`src/rtl/assert_event_scheduler.sv`:
```
// -----------------------------------------------------------------------------
// assert_event_scheduler
//
// Central collector for per-site assertion monitors. Each monitor raises one
// fire bit when its check fails. Fires are latched into a pending vector. A
// round-robin arbiter moves pending sources into a small report FIFO, which a
// single reporter drains over a valid/ready handshake. After the first failure
// a countdown window opens. Once that window has expired and nothing is pending
// or queued, a sticky stop request is raised.
//
// Optional feature macro: ASSERT_SCHED_TIMESTAMP_EN
//   defined   : a free-running TS_W cycle counter runs from reset. Each FIFO
//               entry also carries the counter value from its grant cycle.
//               The rpt_time_o port is present.
//   undefined : no counter. Entries hold the source index only. The
//               rpt_time_o port is absent.
//
// Ports
//   clock_i      in   1        single clock, all logic on posedge
//   reset_n_i    in   1        synchronous reset, active-low
//   fire_i       in   NUM_SRC  per-source failure level, sampled every clock
//   mask_i       in   NUM_SRC  1 = ignore source (pending bits are kept)
//   rpt_valid_o  out  1        FIFO head valid
//   rpt_ready_i  in   1        reporter accepts head
//   rpt_src_o    out  SRC_W    source index of head entry (0 when empty)
//   rpt_time_o   out  TS_W     grant timestamp of head (macro builds only)
//   drop_cnt_o   out  8        saturating count of merged/lost fires
//   stop_req_o   out  1        sticky request to end simulation
//   busy_o       out  1        something pending or queued
// -----------------------------------------------------------------------------
module assert_event_scheduler #(
  parameter int NUM_SRC    = 8,
  parameter int DEPTH      = 4,
  parameter int STOP_DELAY = 16,
  parameter int TS_W       = 32,
  localparam int SRC_W     = $clog2(NUM_SRC)
) (
  input  logic               clock_i,
  input  logic               reset_n_i,
  input  logic [NUM_SRC-1:0] fire_i,
  input  logic [NUM_SRC-1:0] mask_i,
  output logic               rpt_valid_o,
  input  logic               rpt_ready_i,
  output logic [SRC_W-1:0]   rpt_src_o,
`ifdef ASSERT_SCHED_TIMESTAMP_EN
  output logic [TS_W-1:0]    rpt_time_o,
`endif
  output logic [7:0]         drop_cnt_o,
  output logic               stop_req_o,
  output logic               busy_o
);

  localparam int PTR_W = $clog2(DEPTH);
  localparam int CNT_W = (STOP_DELAY > 0) ? $clog2(STOP_DELAY + 1) : 1;
  localparam int MC_W  = SRC_W + 1;
  localparam int DS_W  = SRC_W + 9;

  localparam logic [1:0] ST_IDLE  = 2'd0;
  localparam logic [1:0] ST_ARMED = 2'd1;
  localparam logic [1:0] ST_STOP  = 2'd2;

  // Reject configurations the pointer arithmetic cannot handle.
  generate
    if (NUM_SRC < 2 || DEPTH < 2 || (DEPTH & (DEPTH - 1)) != 0 ||
        STOP_DELAY < 0 || TS_W < 1) begin : g_cfg_check
      $error("assert_event_scheduler: illegal parameter set");
    end
  endgenerate

  logic [NUM_SRC-1:0] fire_eff;
  logic [NUM_SRC-1:0] pending_q, pending_d;
  logic [NUM_SRC-1:0] grant_oh, merge_vec;
  logic               grant_valid;
  logic [SRC_W-1:0]   grant_idx, cand_idx;
  logic [SRC_W-1:0]   rr_q, rr_d;
  logic [MC_W-1:0]    merge_cnt;
  logic [DS_W-1:0]    drop_sum;
  logic [7:0]         drop_cnt_q, drop_cnt_d;

  logic [SRC_W-1:0]   src_mem_q [DEPTH];
  logic [PTR_W-1:0]   wr_ptr_q, rd_ptr_q;
  logic [PTR_W:0]     count_q;
  logic               fifo_full, fifo_empty, push, pop, drained;

  logic [1:0]         state_q, state_d;
  logic [CNT_W-1:0]   cnt_q, cnt_d;

  assign fire_eff   = fire_i & ~mask_i;
  assign fifo_full  = (count_q == (PTR_W + 1)'(DEPTH));
  assign fifo_empty = (count_q == '0);
  assign drained    = (pending_q == '0) && fifo_empty;

  // Round-robin search starting at rr_q. Full is the registered count, so a
  // pop in the same cycle does not free a slot for this cycle's grant.
  always_comb begin
    grant_valid = 1'b0;
    grant_idx   = '0;
    cand_idx    = '0;
    for (int k = 0; k < NUM_SRC; k++) begin
      cand_idx = SRC_W'((int'(rr_q) + k) % NUM_SRC);
      if (!grant_valid && !fifo_full && pending_q[cand_idx]) begin
        grant_valid = 1'b1;
        grant_idx   = cand_idx;
      end
    end
  end

  assign grant_oh = grant_valid ? (NUM_SRC'(1) << grant_idx) : '0;
  assign rr_d     = (grant_idx == SRC_W'(NUM_SRC - 1)) ? '0 : grant_idx + SRC_W'(1);

  // A new fire always sets the bit, so a fire on the granted source produces a
  // second report. A fire on an already-pending, ungranted source is merged.
  genvar gi;
  generate
    for (gi = 0; gi < NUM_SRC; gi++) begin : g_src
      assign pending_d[gi] = fire_eff[gi] | (pending_q[gi] & ~grant_oh[gi]);
      assign merge_vec[gi] = fire_eff[gi] & pending_q[gi] & ~grant_oh[gi];
    end
  endgenerate

  always_comb begin
    merge_cnt = '0;
    for (int k = 0; k < NUM_SRC; k++) begin
      merge_cnt = merge_cnt + MC_W'(merge_vec[k]);
    end
    drop_sum   = DS_W'(drop_cnt_q) + DS_W'(merge_cnt);
    drop_cnt_d = (drop_sum > DS_W'(255)) ? 8'hFF : drop_sum[7:0];
  end

  assign push = grant_valid;
  assign pop  = rpt_valid_o & rpt_ready_i;

  // Stop sequencer: only the arming decision looks at the mask.
  always_comb begin
    state_d = state_q;
    cnt_d   = cnt_q;
    case (state_q)
      ST_IDLE: begin
        if (fire_eff != '0) begin
          state_d = ST_ARMED;
          cnt_d   = CNT_W'(STOP_DELAY);
        end
      end
      ST_ARMED: begin
        if (cnt_q == '0) begin
          if (drained) state_d = ST_STOP;
        end else begin
          cnt_d = cnt_q - CNT_W'(1);
        end
      end
      ST_STOP: ;
      default: state_d = ST_IDLE;
    endcase
  end

  always_ff @(posedge clock_i) begin
    if (!reset_n_i) begin
      pending_q  <= '0;
      rr_q       <= '0;
      drop_cnt_q <= '0;
      wr_ptr_q   <= '0;
      rd_ptr_q   <= '0;
      count_q    <= '0;
      state_q    <= ST_IDLE;
      cnt_q      <= '0;
    end else begin
      pending_q  <= pending_d;
      drop_cnt_q <= drop_cnt_d;
      state_q    <= state_d;
      cnt_q      <= cnt_d;
      if (grant_valid) rr_q <= rr_d;
      if (push) wr_ptr_q <= wr_ptr_q + PTR_W'(1);
      if (pop)  rd_ptr_q <= rd_ptr_q + PTR_W'(1);
      case ({push, pop})
        2'b10:   count_q <= count_q + (PTR_W + 1)'(1);
        2'b01:   count_q <= count_q - (PTR_W + 1)'(1);
        default: count_q <= count_q;
      endcase
    end
  end

  // Storage is not reset. The head outputs are gated by valid instead.
  always_ff @(posedge clock_i) begin
    if (push) src_mem_q[wr_ptr_q] <= grant_idx;
  end

  assign rpt_valid_o = ~fifo_empty;
  assign rpt_src_o   = rpt_valid_o ? src_mem_q[rd_ptr_q] : '0;
  assign drop_cnt_o  = drop_cnt_q;
  assign busy_o      = (pending_q != '0) | ~fifo_empty;
  // Raised in the last ARMED cycle too, so stop appears as soon as the window
  // has expired and everything is drained.
  assign stop_req_o  = (state_q == ST_STOP) ||
                       ((state_q == ST_ARMED) && (cnt_q == '0) && drained);

`ifdef ASSERT_SCHED_TIMESTAMP_EN
  logic [TS_W-1:0] ts_q;
  logic [TS_W-1:0] time_mem_q [DEPTH];

  always_ff @(posedge clock_i) begin
    if (!reset_n_i) ts_q <= '0;
    else            ts_q <= ts_q + TS_W'(1);
  end

  always_ff @(posedge clock_i) begin
    if (push) time_mem_q[wr_ptr_q] <= ts_q;
  end

  assign rpt_time_o = rpt_valid_o ? time_mem_q[rd_ptr_q] : '0;
`endif

endmodule

```
`config.mk`:
```
export PLATFORM = sky130hd
export DESIGN_NAME = assert_event_scheduler
export DESIGN_NICKNAME = d
export VERILOG_FILES = /design/src/rtl/assert_event_scheduler.sv
export SDC_FILE = /design/constraint.sdc
export NUM_CORES = 1
export LEC_CHECK = 0
export BUFFER_PORTS_ARGS = -buffer_cell sky130_fd_sc_hd__buf_2
export CAP_MARGIN = 25
export CORE_ASPECT_RATIO = 1.2
export CORE_UTILIZATION = 30
export CTS_BUF_LIST = sky130_fd_sc_hd__clkbuf_4 sky130_fd_sc_hd__clkbuf_8
export DETAILED_ROUTE_END_ITERATION = 8
export GPL_TIMING_DRIVEN = 0
export RECOVER_POWER = 50
export SETUP_SLACK_MARGIN = 0.4
export SLEW_MARGIN = 20
export SYNTH_ARGS = -nofsm -noshare
export SYNTH_HDL_FRONTEND = slang
export SYNTH_SLANG_ARGS = --single-unit
```
`constraint.sdc`:
```
create_clock -name clock_i -period 15.7 [get_ports clock_i]
set_input_delay 3.14 -clock clock_i [delete_from_list [all_inputs] [get_ports clock_i]]
set_output_delay 3.14 -clock clock_i [all_outputs]
set_load 0.02 [all_outputs]
```
==> flow_summary.rst <==
.. list-table::
   :header-rows: 1

   * - Metric
     - Value
   * - CTS Root Buffer Type
     - clkbuf_8
   * - First-pass GRT wire length
     - 12900 um
   * - I/O pin count
     - 33
   * - Max H-tree Level
     - 2
   * - Clock tree from TritonCTS
     - done
   * - Routed wire length per instance
     - 14.7 um
   * - Number of cells on the worst reg-to-reg path
     - 29
   * - Final RePlAce weighted congestion
     - 0.807
   * - Worst Hold Depth
     - 2
   * - # fillers
     - 1100
   * - Worst setup EP type
     - flip-flop
   * - Worst Path Arrival
     - around 8.5 ns
   * - Total global routing overflow
     - 0
   * - Leading post-synthesis cells by cell area
     - dfxtp_1 (21%), edfxtp_1 (11%), ha_1 (7.5%)
   * - Post-layout min period
     - 8.30 ns
   * - Core footprint
     - 10700 um^2
   * - Cell area after synthesis
     - 3360 um^2
   * - Post CTS Setup Buffer Count
     - 0
   * - Post-Synthesis Mean Instance Area
     - 9.25 um^2
   * - Crit path kind
     - reg -> reg
   * - Clock tree skew after final layout
     - 0.00870 ns
   * - Nets
     - 447
   * - Setup repair after global routing missed its margin
     - no
   * - Std-Cell Rows
     - 41
   * - First-pass iteration count of the detailed router
     - 4
   * - Fraction of registers with async set or reset after synthesis
     - 0
   * - Port Buf Inserts
     - 32
   * - Cell type contributing the most total cell area after synthesis
     - dfxtp_1
   * - Commonest cells in the netlist
     - nor2_1 (39), dfxtp_1 (35), inv_1 (23)
   * - Number of hold violations in the final report
     - 0
   * - Synth Instances
     - about 360
   * - Required @ worst endpoint
     - ~16 ns
   * - Cell with the largest stage delay on the worst path
     - nor4_1
   * - DIE HEIGHT
     - between 100 and 150 um
   * - Startpoint types
     - flip-flop
   * - Transition time at the pin with the least slew margin
     - 0.971 ns
   * - Aggregate negative setup slack
     - 0 ns
   * - Top-area cell type share of the netlist area
     - 0.209
   * - Hold Path Class
     - reg -> reg
   * - Distinct cell type count of the synthesized netlist
     - 62
   * - Final HPWL DP
     - about 6000 um
   * - Hold path endpoint
     - cnt_q[4]
   * - Part of the cycle the worst path needs
     - 0.528
   * - Number of cells upsized or downsized after cts
     - 0
   * - Number of slew-limit violations in the final report
     - 0
   * - Routed Antenna Nets
     - 0
   * - Timing startpoint of the critical path
     - rr_q[0]
   * - Source of the worst register-to-register timing path
     - rr_q[0]
   * - Number of antenna violations at the first check in global routing
     - 0
   * - Register-to-Register Setup Slack
     - 7.40 ns
   * - Die X-Extent
     - between 90 and 100 um
   * - Number of global-route vias before repair
     - 2701
   * - Biggest fanout along the worst timing path
     - 10
   * - Total detailed-routing wirelength
     - roughly 8000 um
   * - Cell with the most instances after synthesis
     - nor2_1
   * - Max clock buf depth
     - 2
   * - DRC violations left
     - 0
   * - Number of max-cap violations
     - 0
   * - Total of flip-flops plus latches after synthesis
     - 47
   * - Diodes inserted
     - 0
   * - Max frequency
     - 121 MHz
   * - Area growth syn-to-layout
     - 12.6%
   * - Number of synthesized flops with an enable pin
     - 12
   * - Quantity of hold-fixing buffers added after cts
     - 0
   * - Gr usage total
     - 0.137
   * - Skew-Pair Late Insertion Delay
     - 0.31 ns
   * - Final number of setup-violating endpoints
     - 0
   * - Post-synthesis sequential area ratio
     - 0.316
   * - Launch instance of the worst min-delay path
     - cnt_q[4]
   * - Per-cell via count in the routed design
     - 5.28
   * - Status
     - complete, no violations
   * - Largest incremental delay on the critical path
     - 0.55 ns
   * - Syn Nets
     - 408
   * - Routed via count
     - 2811
   * - Die Area
     - 11600 um^2
   * - DRC marker count from the first detailed-route iteration
     - 111
   * - Sinks on the clock net
     - 47
   * - Clock transition at the register clock pins on the worst setup and hold paths after CTS
     - about 0.10 ns
   * - Share of final-layout standard cells stronger than drive strength 1
     - 0.127
   * - Number of warning messages in the yosys log
     - 0
   * - TritonCTS Buffers
     - 5
   * - Worst-case headroom to the max-slew limit
     - 0.351
   * - Initial Utilization
     - 0.313
   * - Main flop type after synthesis
     - dfxtp_1
   * - Maximum number of pins on one net before global-route repair
     - 17
   * - Endpoint of the most critical register-to-register path
     - drop_cnt_o[1]
-- flip-flops by register name, summed over array words and instances (netlist names), named ones only --
register    flops
src_mem_q      12
drop_cnt_o      8
pending_q       8
cnt_q           5
count_q         3
rr_q            3
rd_ptr_q        2
state_q         2
wr_ptr_q        2
-- cell usage in the layout (no fill, tap or decap), types with 3 or more instances in the layout --
cell and instances:
and3_1 5, nand2b_1 8, xnor2_1 5, and2_1 5, nor2_1 39, clkbuf_8 5
mux4_2 8, nand2_1 22, a22oi_1 3, o21ai_0 9, xor2_1 8, o31a_1 6
clkbuf_1 19, dfxtp_1 35, edfxtp_1 12, o2111ai_1 3, buf_2 26, nand3_1 6
fa_1 6, a21oi_1 20, o211a_1 7, or3_1 5, o211ai_1 5, nor4_1 6
nor3_1 16, mux2i_1 8, ha_1 20, mux2_2 3, nor2b_1 13, inv_1 24
and2_0 4
-- worst max-delay path by stage --
| stage | to | slack, ns | depth (start not counted) |
|---|---|---|---|
| floorplan | drop_cnt_o[1] | 9.18 | 16 |
| global placement | drop_cnt_o[1] | 8.26 | 29 |
| detailed placement | drop_cnt_o[1] | 8.17 | 29 |
| CTS | drop_cnt_o[1] | 8.16 | 29 |
| global route | drop_cnt_o[1] | 6.81 | 29 |
| finish | drop_cnt_o[1] | 7.40 | 29 |
-- layer usage --
metal  part of all wire  global-route usage  routed length, um  up-vias
met5                  0                   0                  0        -
li1                   -                   -                  -     1396
met2               0.51               0.254               4010       56
met1               0.44               0.159               3440     1349
met3              0.033              0.0232                258       10
met4              0.013              0.0364                102        0
-- logic make-up (layout without fill, tap and decap cells) --
| group | Yosys count | after routing | share of synthesized area |
|---|---|---|---|
| buffers and inverters | 39 | 79 | 0.0529 |
| multiplexers | 22 | 22 | 0.108 |
| AND/OR/NAND/NOR | 146 | 146 | 0.232 |
| AO/OA/AOI/OAI | 70 | 70 | 0.147 |
| XOR/XNOR | 13 | 13 | 0.0339 |
| adder cells (fa/ha/maj) | 26 | 26 | 0.110 |
| flip-flops | 47 | 47 | 0.316 |
-- through the flow --
step / util / hold slack (ns) / std cells / area (um^2) / setup slack (ns)
2_1_floorplan: - / 0.445 / 363 / 3360 / 9.18
4_1_cts: 0.356 / 0.501 / 532 / 3820 / 8.16
5_1_grt: 0.352 / 0.526 / 532 / 3780 / 6.81
3_3_place_gp: 0.343 / 0.462 / 524 / 3680 / 8.26
6_report: 0.352 / 0.497 / 532 / 3780 / 7.40
3_5_place_dp: 0.343 / 0.479 / 524 / 3680 / 8.17
-- critical path: cells and delay by family (launching register included) --
kind | cells | cell delay (ns)
mux | 1 | 0.41
compound gates | 6 | 1.34
simple gates | 7 | 1.34
buf+inv | 8 | 1.90
fa+ha+maj | 7 | 2.74
flops | 1 | 0.43
-- final cells by class --
| cell class | instances | area [um^2] | share of cell area |
|---|---|---|---|
| Buffer | 14 | 56.3 | 0.0149 |
| Clock buffer | 5 | 68.8 | 0.0182 |
| Clock inverter | 3 | 71.3 | 0.0189 |
| Inverter | 25 | 96.3 | 0.0255 |
| Multi-Input combinational cell | 277 | 2110 | 0.560 |
| Sequential cell | 47 | 1060 | 0.281 |
| Tap cell | 129 | 161 | 0.0427 |
| Timing Repair Buffer | 32 | 149 | 0.0394 |
Power is left out: the tool's default activity adds up to more than one toggle a clock period on the data nets, which glitch-free logic cannot reach.
